File: src/rtl/alu_seq.sv
// ----------------------------------------------------------------------------
// alu_seq
//   Registered, parametrised Hack-style ALU with a valid/ready handshake on
//   both sides and a one-entry output register. The full zx/nx/zy/ny/f/no
//   function is computed generically, so every one of the 64 control codes
//   has a defined result. It also produces carry and signed-overflow flags.
//
//   Optional feature (compile-time macro ALU_MUL_EN):
//     defined   - in_mul = 1 on an accepted request starts an iterative
//                 shift-add multiply. The multiply takes WIDTH cycles in
//                 MUL, then waits in MWAIT for the output register to be
//                 free. ctrl is ignored for that op.
//     undefined - in_mul is ignored. Every op is a latency-1 ALU op.
//
// Parameters
//   WIDTH      datapath width in bits (>= 4)
//
// Ports
//   clk        rising-edge clock
//   rst_n      asynchronous, active-low reset
//   in_valid   request valid
//   in_ready   request accepted when in_valid && in_ready
//   x, y       operands
//   ctrl       {zx,nx,zy,ny,f,no}
//   in_mul     multiply request (only honoured with ALU_MUL_EN)
//   out_valid  result valid
//   out_ready  result consumed when out_valid && out_ready
//   out        result
//   zr         out == 0
//   ng         out[WIDTH-1]
//   cy         carry out of the adder (f = 1), or product overflowed WIDTH
//   ov         signed overflow of the adder (f = 1)
// ----------------------------------------------------------------------------
module alu_seq #(
  parameter int WIDTH = 16
) (
  input  logic             clk,
  input  logic             rst_n,
  input  logic             in_valid,
  output logic             in_ready,
  input  logic [WIDTH-1:0] x,
  input  logic [WIDTH-1:0] y,
  input  logic [5:0]       ctrl,
  input  logic             in_mul,
  output logic             out_valid,
  input  logic             out_ready,
  output logic [WIDTH-1:0] out,
  output logic             zr,
  output logic             ng,
  output logic             cy,
  output logic             ov
);

  typedef enum logic [1:0] {
    IDLE  = 2'd0,
    MUL   = 2'd1,
    MWAIT = 2'd2
  } state_t;

  state_t state_q, state_d;

  logic             out_valid_q, out_valid_d;
  logic [WIDTH-1:0] out_q, out_d;
  logic             zr_q, zr_d;
  logic             ng_q, ng_d;
  logic             cy_q, cy_d;
  logic             ov_q, ov_d;

`ifdef ALU_MUL_EN
  localparam int CNT_W = $clog2(WIDTH);

  logic [2*WIDTH-1:0] mcand_q, mcand_d;
  logic [WIDTH-1:0]   mplier_q, mplier_d;
  logic [2*WIDTH-1:0] prod_q, prod_d;
  logic [CNT_W-1:0]   cnt_q, cnt_d;
`else
  logic unused_in_mul;
  assign unused_in_mul = in_mul;
`endif

  // ALU datapath
  logic             zx, nx, zy, ny, f, no;
  logic [WIDTH-1:0] x1, x2, y1, y2, alu_r, alu_res;
  logic [WIDTH:0]   alu_sum;
  logic             alu_cy, alu_ov;

  assign {zx, nx, zy, ny, f, no} = ctrl;

  always_comb begin
    x1      = zx ? '0 : x;
    x2      = nx ? ~x1 : x1;
    y1      = zy ? '0 : y;
    y2      = ny ? ~y1 : y1;
    alu_sum = {1'b0, x2} + {1'b0, y2};
    alu_r   = f ? alu_sum[WIDTH-1:0] : (x2 & y2);
    alu_res = no ? ~alu_r : alu_r;
    // Flags describe the adder, so they are taken before the optional
    // output inversion and are forced low for the AND function.
    alu_cy  = f & alu_sum[WIDTH];
    alu_ov  = f & (x2[WIDTH-1] == y2[WIDTH-1]) &
              (alu_sum[WIDTH-1] != x2[WIDTH-1]);
  end

  // Handshake
  logic out_free;
  logic accept;

  // The output register can take a new value if it is empty or its current
  // value is being consumed this very cycle, which gives back-to-back ops
  // with no bubble.
  assign out_free = !out_valid_q || out_ready;
  assign in_ready = rst_n && (state_q == IDLE) && out_free;
  assign accept   = in_valid && in_ready;

  // Next-state logic
  logic             load;
  logic [WIDTH-1:0] res_val;
  logic             res_cy;
  logic             res_ov;

  always_comb begin
    state_d     = state_q;
    out_valid_d = out_valid_q;
    out_d       = out_q;
    zr_d        = zr_q;
    ng_d        = ng_q;
    cy_d        = cy_q;
    ov_d        = ov_q;
`ifdef ALU_MUL_EN
    mcand_d     = mcand_q;
    mplier_d    = mplier_q;
    prod_d      = prod_q;
    cnt_d       = cnt_q;
`endif
    load        = 1'b0;
    res_val     = alu_res;
    res_cy      = alu_cy;
    res_ov      = alu_ov;

    if (out_valid_q && out_ready) begin
      out_valid_d = 1'b0;
    end

    unique case (state_q)
      IDLE: begin
        if (accept) begin
`ifdef ALU_MUL_EN
          if (in_mul) begin
            state_d  = MUL;
            mcand_d  = {{WIDTH{1'b0}}, x};
            mplier_d = y;
            prod_d   = '0;
            cnt_d    = '0;
          end else
`endif
          load = 1'b1;
        end
      end
`ifdef ALU_MUL_EN
      MUL: begin
        // One shift-add step per cycle, LSB of the multiplier first.
        if (mplier_q[0]) begin
          prod_d = prod_q + mcand_q;
        end
        mcand_d  = mcand_q << 1;
        mplier_d = mplier_q >> 1;
        cnt_d    = cnt_q + 1'b1;
        if (cnt_q == CNT_W'(WIDTH - 1)) begin
          state_d = MWAIT;
        end
      end
      MWAIT: begin
        if (out_free) begin
          load    = 1'b1;
          res_val = prod_q[WIDTH-1:0];
          res_cy  = |prod_q[2*WIDTH-1:WIDTH];
          res_ov  = 1'b0;
          state_d = IDLE;
        end
      end
`endif
      default: begin
        state_d = IDLE;
      end
    endcase

    if (load) begin
      out_valid_d = 1'b1;
      out_d       = res_val;
      zr_d        = (res_val == '0);
      ng_d        = res_val[WIDTH-1];
      cy_d        = res_cy;
      ov_d        = res_ov;
    end
  end

  // State and output registers
  always_ff @(posedge clk or negedge rst_n) begin
    if (!rst_n) begin
      state_q     <= IDLE;
      out_valid_q <= 1'b0;
      out_q       <= '0;
      zr_q        <= 1'b0;
      ng_q        <= 1'b0;
      cy_q        <= 1'b0;
      ov_q        <= 1'b0;
`ifdef ALU_MUL_EN
      mcand_q     <= '0;
      mplier_q    <= '0;
      prod_q      <= '0;
      cnt_q       <= '0;
`endif
    end else begin
      state_q     <= state_d;
      out_valid_q <= out_valid_d;
      out_q       <= out_d;
      zr_q        <= zr_d;
      ng_q        <= ng_d;
      cy_q        <= cy_d;
      ov_q        <= ov_d;
`ifdef ALU_MUL_EN
      mcand_q     <= mcand_d;
      mplier_q    <= mplier_d;
      prod_q      <= prod_d;
      cnt_q       <= cnt_d;
`endif
    end
  end

  assign out_valid = out_valid_q;
  assign out       = out_q;
  assign zr        = zr_q;
  assign ng        = ng_q;
  assign cy        = cy_q;
  assign ov        = ov_q;

endmodule

File: config.mk
export PLATFORM = sky130hd
export DESIGN_NAME = alu_seq
export DESIGN_NICKNAME = d
export VERILOG_FILES = /design/src/rtl/alu_seq.sv
export SDC_FILE = /design/constraint.sdc
export NUM_CORES = 1
export LEC_CHECK = 0
export BUFFER_PORTS_ARGS = -buffer_cell sky130_fd_sc_hd__buf_2
export CAP_MARGIN = 20
export CORE_ASPECT_RATIO = 0.7
export CORE_MARGIN = 4
export CORE_UTILIZATION = 54
export CTS_CLUSTER_DIAMETER = 60
export DETAILED_ROUTE_END_ITERATION = 12
export GPL_TIMING_DRIVEN = 0
export PLACE_DENSITY = 0.85
export RECOVER_POWER = 25
export SLEW_MARGIN = 30
export SYNTH_ARGS = -nofsm -noshare
export SYNTH_HDL_FRONTEND = slang
export SYNTH_SLANG_ARGS = --single-unit
export TNS_END_PERCENT = 5
File: constraint.sdc
create_clock -name clk -period 1.75 [get_ports clk]
set_input_delay 0.35 -clock clk [delete_from_list [all_inputs] [get_ports clk]]
set_output_delay 0.35 -clock clk [all_outputs]
set_load 0.005 [all_outputs]
==> metrics.cfg, run 1 <==
[yosys]
synth_flop_cell = dfrtp_1
synth-seq-cells = 20
yosys_warnings = 0
synth_area_leaders = dfrtp_1, xnor2_1, nand2b_1
syn_area_um2 = 2390
synth-edff-count = 0
yosys.area.top_type = dfrtp_1
yosysSeqAreaShare_pct = 20.9
synthesis.area_per_instance_um2 = 8.36
syn_nets = 346
synth_cells = 286
synth_top_area_share_pct = 20.9
synth_cell_types = 41
async_reset_ff_share_pct = 100

[job]
cap_violations = 0

[timing]
fmax_mhz = 328
rsz0062_at_grt = yes
hold_viol = 0
final.setup.tns_ps = -15220
min_period_ps = 3050
relSlewSlack_pct = 31.2
slew_violations = 0
period_share_pct = 174
setup_viol = 21
setup_slack_ps = -1300
worst_pin_slew_ps = 1030
fin_skew_ps = 6.72

[layout]
layout_common_cells = buf_2, xnor2_1, nand2b_1
drive_above_1_share_pct = 31.4
ff_latch_area_um2 = 500
syn2layout_area_growth_pct = 30.2
final_common_cell = buf_2
fillers = 306
final_nets = 425
antennaDiodeCount = 0
multi_input_area_um2 = 1940

[worst_setup_path]
cpMaxStageDelayCell = or4b_1
slowest_delay_ps = 560
path_max_fanout = 7
startpoint_type = primary input
rrSetupSlack_ps = 180
cp_cell_sequence = buf_4, clkbuf_8, nand2b_1, xnor2_1, ha_1, buf_4, nand4_1, a21oi_2, or3_2, a31oi_2, or4b_1, mux2i_1, nand4_1, o31ai_2
required_ps = 1930
end_kind = flip-flop
crit_type = in -> reg
arrival_ps = 3220

[detailed_routing]
wl_per_cell_um = 14.8
dr_total_vias = 2333
drc = 0
dr.pass1.iters = 4
routed_wl_mm = 6.16
antenna_left = 0
via_per_inst = 5.62
drtIter0Drc = 118

[die]
fp.dieW_um = 87.5
rows = 19
die_height_um = 63.7
io_pins = 65
die_area_um2 = 5570
coreArea_um2 = 4090
start_util_pct = 58.4

[clock_tree]
clock_path_buffers = 2
cts.sinks = 20
cts_buffers = 3
cts_tree = yes
htree_levels = 1
root_buffer = clkbuf_8
worstSkewPairLatency_ps = 260
clk_pin_slew_ps = 70

[grt]
antenna_found_initial = 0
grt_util_all_layers_pct = 21.6
grt_overflow_total = 0
grt_pass1_wl_mm = 9.86
grt_pass1_vias = 2152
grt_max_degree = 22

[place]
dpl.hpwl_mm = 4.61
gp_congestion = 0.842
dp_slack_ps = -1830
numPortBuffers = 61

[pwr]
p_per_area_nw_per_um2 = 794
power.leakage_uw = 0.00142
vdd_drop_max_uv = 666
finalPower_uw = 2470

[run_status]
violations = setup timing
status = complete, but fails checks

[min_path]
hold_class = in -> async

-- timing repair --
action / in CTS / in global routing
hold buffers: 0 / 0
buffers inserted: 9 / 4
pin swaps: 20 / 8
setup endpoints to repair: 18 / 19
resized for setup: 29 / 5
-- registers in the layout, indices dropped and copies added (netlist names) --
name       cells
ov             1
cy             1
out           16
zr             1
out_valid      1
-- metal layers --
layer | track usage (%) | wire [um] | vias to the layer above
li1 | - | - | 1147
met1 | 30.9 | 2830 | 1101
met2 | 34.7 | 2860 | 75
met3 | 3.91 | 403 | 10
met4 | 2.49 | 66 | 0
met5 | 0 | 0 | -
-- cell type report --
class	count	share of cell area [%]
timing repair buffer	74	13.3
inverter	2	0.241
multi-input combinational	249	62.2
clock buffer	3	1.33
sequential	20	16.1
tap	52	2.09
buffer	15	4.74
-- per-stage QoR --
step | hold slack [ps] | utilization (%) | cell area [um2] | cells
global placement | 315 | 69.6 | 2850 | 399
detailed placement | 315 | 69.6 | 2850 | 399
CTS | 40.8 | 75.0 | 3070 | 411
floorplan | 54.4 | - | 2480 | 286
finish | 249 | 76.1 | 3110 | 415
global route | 364 | 76.1 | 3110 | 415
-- cells in the mapped netlist (7+ instances only) --
master    instances
xnor2_1          46
nand2b_1         35
nand2_1          27
o21ai_0          21
dfrtp_1          20
a21oi_1          18
ha_1             16
xor2_1           12
clkbuf_1          9
mux2i_1           7
-- worst paths after layout --
| kind | start | endpoint | cells after the start |
|---|---|---|---|
| worst max-delay path | ctrl[3] | zr$_DFFE_PN0P_ | 14 |
| worst min-delay path | rst_n | cy$_DFFE_PN0P_ | 1 |
| worst max register to register | out_valid$_DFFE_PN0P_ | out[10]$_DFFE_PN0P_ | 5 |
| worst min register to register | out[11]$_DFFE_PN0P_ | out[11]$_DFFE_PN0P_ | 2 |
| max in group asynchronous | rst_n | out[6]$_DFFE_PN0P_ | 1 |
| min in group clk | out_ready | out_valid$_DFFE_PN0P_ | 3 |
-- cells by family (layout without fill, tap and decap cells) --
kind of cell,Yosys count,after routing,synth area share [%]
AND/OR/NAND/NOR,98,98,22.6
AO/OA/AOI/OAI,63,63,17.1
XOR/XNOR,58,58,21.3
flip-flops,20,20,20.9
adder cells (fa/ha/maj),17,17,9.21
buffers and inverters,17,94,3.14
multiplexers,13,13,5.76
-- report_power, final --
part | switching (uW) | leakage [uW] | internal (uW) | total (uW)
Combinational | 755 | 0.00115 | 764 | 1520
Sequential | 63.5 | 0.000250 | 589 | 653
Clock | 145 | 0.0000216 | 153 | 298
Total | 963 | 0.00142 | 1510 | 2470
-- critical path, delay by kind of cell --
| kind | cells | cell delay [ps] |
|---|---|---|
| buffers and inverters | 3 | 430 |
| adder cells (fa/ha/maj) | 1 | 360 |
| AND/OR/NAND/NOR | 5 | 1190 |
| XOR/XNOR | 1 | 140 |
| multiplexers | 1 | 170 |
| AO/OA/AOI/OAI | 3 | 570 |
No activity file was read; power rests on OpenSTA's default activity.
==> run 2, diff against run 1 <==
- PLACE_DENSITY: 0.85 -> 0.91
==> run 2 against run 1 <==
  * The run still ends with setup timing left
  * Routed wire length is 4.3% higher
  * Combinational power hardly changed
  * Critical path depth stayed put
  * Fmax is 0.29% lower
  * Total power is 0.22% higher
  * Global-route usage is 1.5 points higher
  * Worst setup slack worse by 8.8 ps
  * Core utilization is 0.73 points lower
  * Cell count is 0.48% lower
  * Register-to-register slack worse by 40 ps
  * Sequential share of layout area is 0.16 points higher
  * Via count is 1.4% higher
  * Largest power group unchanged
  * Highest routed layer unchanged
==> metrics.cfg, run 2 (synthesized netlist as in run 1, its figures left out) <==
[run_status]
status = complete, but fails checks
violations = setup timing

[timing]
period_share_pct = 175  ; +0.50 points
whs_ps = 278  ; +29.5 ps
final.setup.tns_ps = -16030  ; -807 ps
setup_slack_ps = -1310  ; -8.75 ps
worst_pin_slew_ps = 1120  ; +83.7 ps
hold_viol = 0  ; unchanged
rsz0062_at_grt = yes
fmax_mhz = 327  ; -0.29%
setup_viol = 21  ; unchanged
relSlewSlack_pct = 25.6  ; -5.6 points
slew_violations = 0  ; unchanged
fin_skew_ps = 4.86  ; -1.86 ps
min_period_ps = 3060  ; +8.75 ps

[pwr]
swShare_pct = 39.3  ; +0.26 points
power.leakage_uw = 0.00141  ; -0.83%
combinationalPowerShare_pct = 61.5  ; about the same
p_per_area_nw_per_um2 = 803  ; +1.2%
p_switching_uw = 972  ; +0.88%
p_int_uw = 1500  ; -0.20%
clkPwrFrac_pct = 12.0  ; about the same
p_seq_share_pct = 26.5  ; about the same
finalPower_uw = 2470  ; +0.22%
vdd_drop_max_uv = 593  ; -11%

[worst_setup_path]
r2r_cells = 5  ; unchanged
startpoint_type = primary input
end_kind = flip-flop
path_max_fanout = 10  ; +3
slowest_delay_ps = 330  ; -230 ps
cpMaxStageDelayCell = or3_4
required_ps = 1920  ; about the same
crit_type = in -> reg
arrival_ps = 3230  ; about the same
cp_cell_sequence = buf_4, clkbuf_8, nand2b_1, xnor2_1, ha_2, a21o_1, a31o_1, or3_4, o22a_4, a211o_1, a311oi_2, xor2_1, nand2_1, o31ai_2

[die]
die_area_um2 = 5570  ; unchanged
fp.dieW_um = 87.5  ; unchanged
coreArea_um2 = 4090  ; unchanged
rows = 19  ; unchanged
start_util_pct = 58.4  ; unchanged
die_height_um = 63.7  ; unchanged
io_pins = 65  ; unchanged

[layout]
drive_above_1_share_pct = 32.1  ; +0.73 points
fillers = 307  ; +0.33%
final_cell_area_um2 = 3080  ; -0.96%
final_nets = 423  ; -0.47%
antennaDiodeCount = 0  ; unchanged
layout_common_cells = buf_2, xnor2_1, nand2b_1
multi_input_area_um2 = 1930  ; -0.32%
final_common_cell = buf_2
largest_reg_flops = 16  ; unchanged
ff_latch_area_um2 = 500  ; unchanged
syn2layout_area_growth_pct = 29.0

[clock_tree]
root_buffer = clkbuf_8
cts.sinks = 20  ; unchanged
cts_tree = yes
htree_levels = 1  ; unchanged
cts_buffers = 3  ; unchanged
worstSkewPairLatency_ps = 260  ; about the same
holdBufCountCts = 0  ; unchanged
clock_path_buffers = 2  ; unchanged
clk_pin_slew_ps = 70  ; about the same

[grt]
grt_max_degree = 22  ; unchanged
antenna_found_initial = 0  ; unchanged
grt_overflow_total = 0  ; unchanged
grt_pass1_wl_mm = 10.4  ; +5.6%
grt_util_all_layers_pct = 23.0  ; +1.5 points
grt_pass1_vias = 2304  ; +7.1%

[min_path]
hold_class = in -> async

[place]
dp_slack_ps = -1790  ; +35.2 ps
gp_congestion = 0.851  ; +1.1%
postPlaceCellArea_um2 = 2850  ; unchanged
dpl.hpwl_mm = 4.81  ; +4.5%
numPortBuffers = 61  ; unchanged

[detailed_routing]
via_per_inst = 5.73  ; +1.9%
antenna_left = 0  ; unchanged
dr_total_vias = 2366  ; +1.4%
wl_per_cell_um = 15.6  ; +4.8%
dr.pass1.iters = 5  ; +1
routed_wl_mm = 6.42  ; +4.3%
drtIter0Drc = 205  ; +74%
drc = 0  ; unchanged

[job]
cap_violations = 0  ; unchanged

==> run 2: changes by cell type in the layout (fill, tap and decap cells not counted), sizes merged <==
cell,before,now
clkbuf,13,14
buf,79,76
==> run 2: per-stage QoR <==
stage	utilization (%)	cells
floorplan	-	286
global placement	69.6	399
detailed placement	69.6	399
CTS	74.5	411
global route	75.4	413
finish	75.4	413
==> run 2: timing repair <==
item,4_1_cts,5_1_grt
pin swaps,15,8
setup buffers,9,2
setup endpoints to repair,18,19
gates resized for setup,23,10
==> run 2: per-layer routing <==
metal	vias up	wire length, um	global-route usage (%)
met5	-	0	0
met3	9	503	4.30
met2	100	3160	40.3
li1	1140	-	-
met4	0	29	2.30
met1	1117	2730	30.3
==> run 2: power groups by stage <==
stage | Combinational, uW | Clock (uW) | Sequential [uW]
2_1_floorplan | 945 | 0 | 673
5_1_grt | 1670 | 325 | 668
4_1_cts | 1450 | 301 | 653
3_5_place_dp | 1330 | 0 | 662
6_report | 1520 | 298 | 655
3_3_place_gp | 1290 | 0 | 658
==> run 2: layout make-up <==
type | instances | area share [%]
inverters | 2 | 0.244
plain buffers | 15 | 4.83
well taps | 52 | 2.11
multi-input cells | 249 | 62.6
clock buffers | 3 | 1.34
repair buffers | 72 | 12.6
flip-flops and latches | 20 | 16.2
==> run 2: worst paths after layout <==
| check | startpoint | endpoint | slack (ps) |
|---|---|---|---|
| min in group clk | out_ready | out_valid$_DFFE_PN0P_ | 340 |
| min | rst_n | out[0]$_DFFE_PN0P_ | 280 |
| max | ctrl[3] | zr$_DFFE_PN0P_ | -1310 |
| max in group asynchronous | rst_n | out[11]$_DFFE_PN0P_ | 800 |
| max reg2reg | out_valid$_DFFE_PN0P_ | out[13]$_DFFE_PN0P_ | 140 |
| min reg2reg | out[9]$_DFFE_PN0P_ | out[9]$_DFFE_PN0P_ | 480 |
==> run 2: worst max-delay path, delay by kind of cell <==
family / cells / cell delay (ps)
xor+xnor: 2 / 390
buf+inv: 2 / 290
simple gates: 3 / 590
compound gates: 6 / 1390
fa+ha+maj: 1 / 210
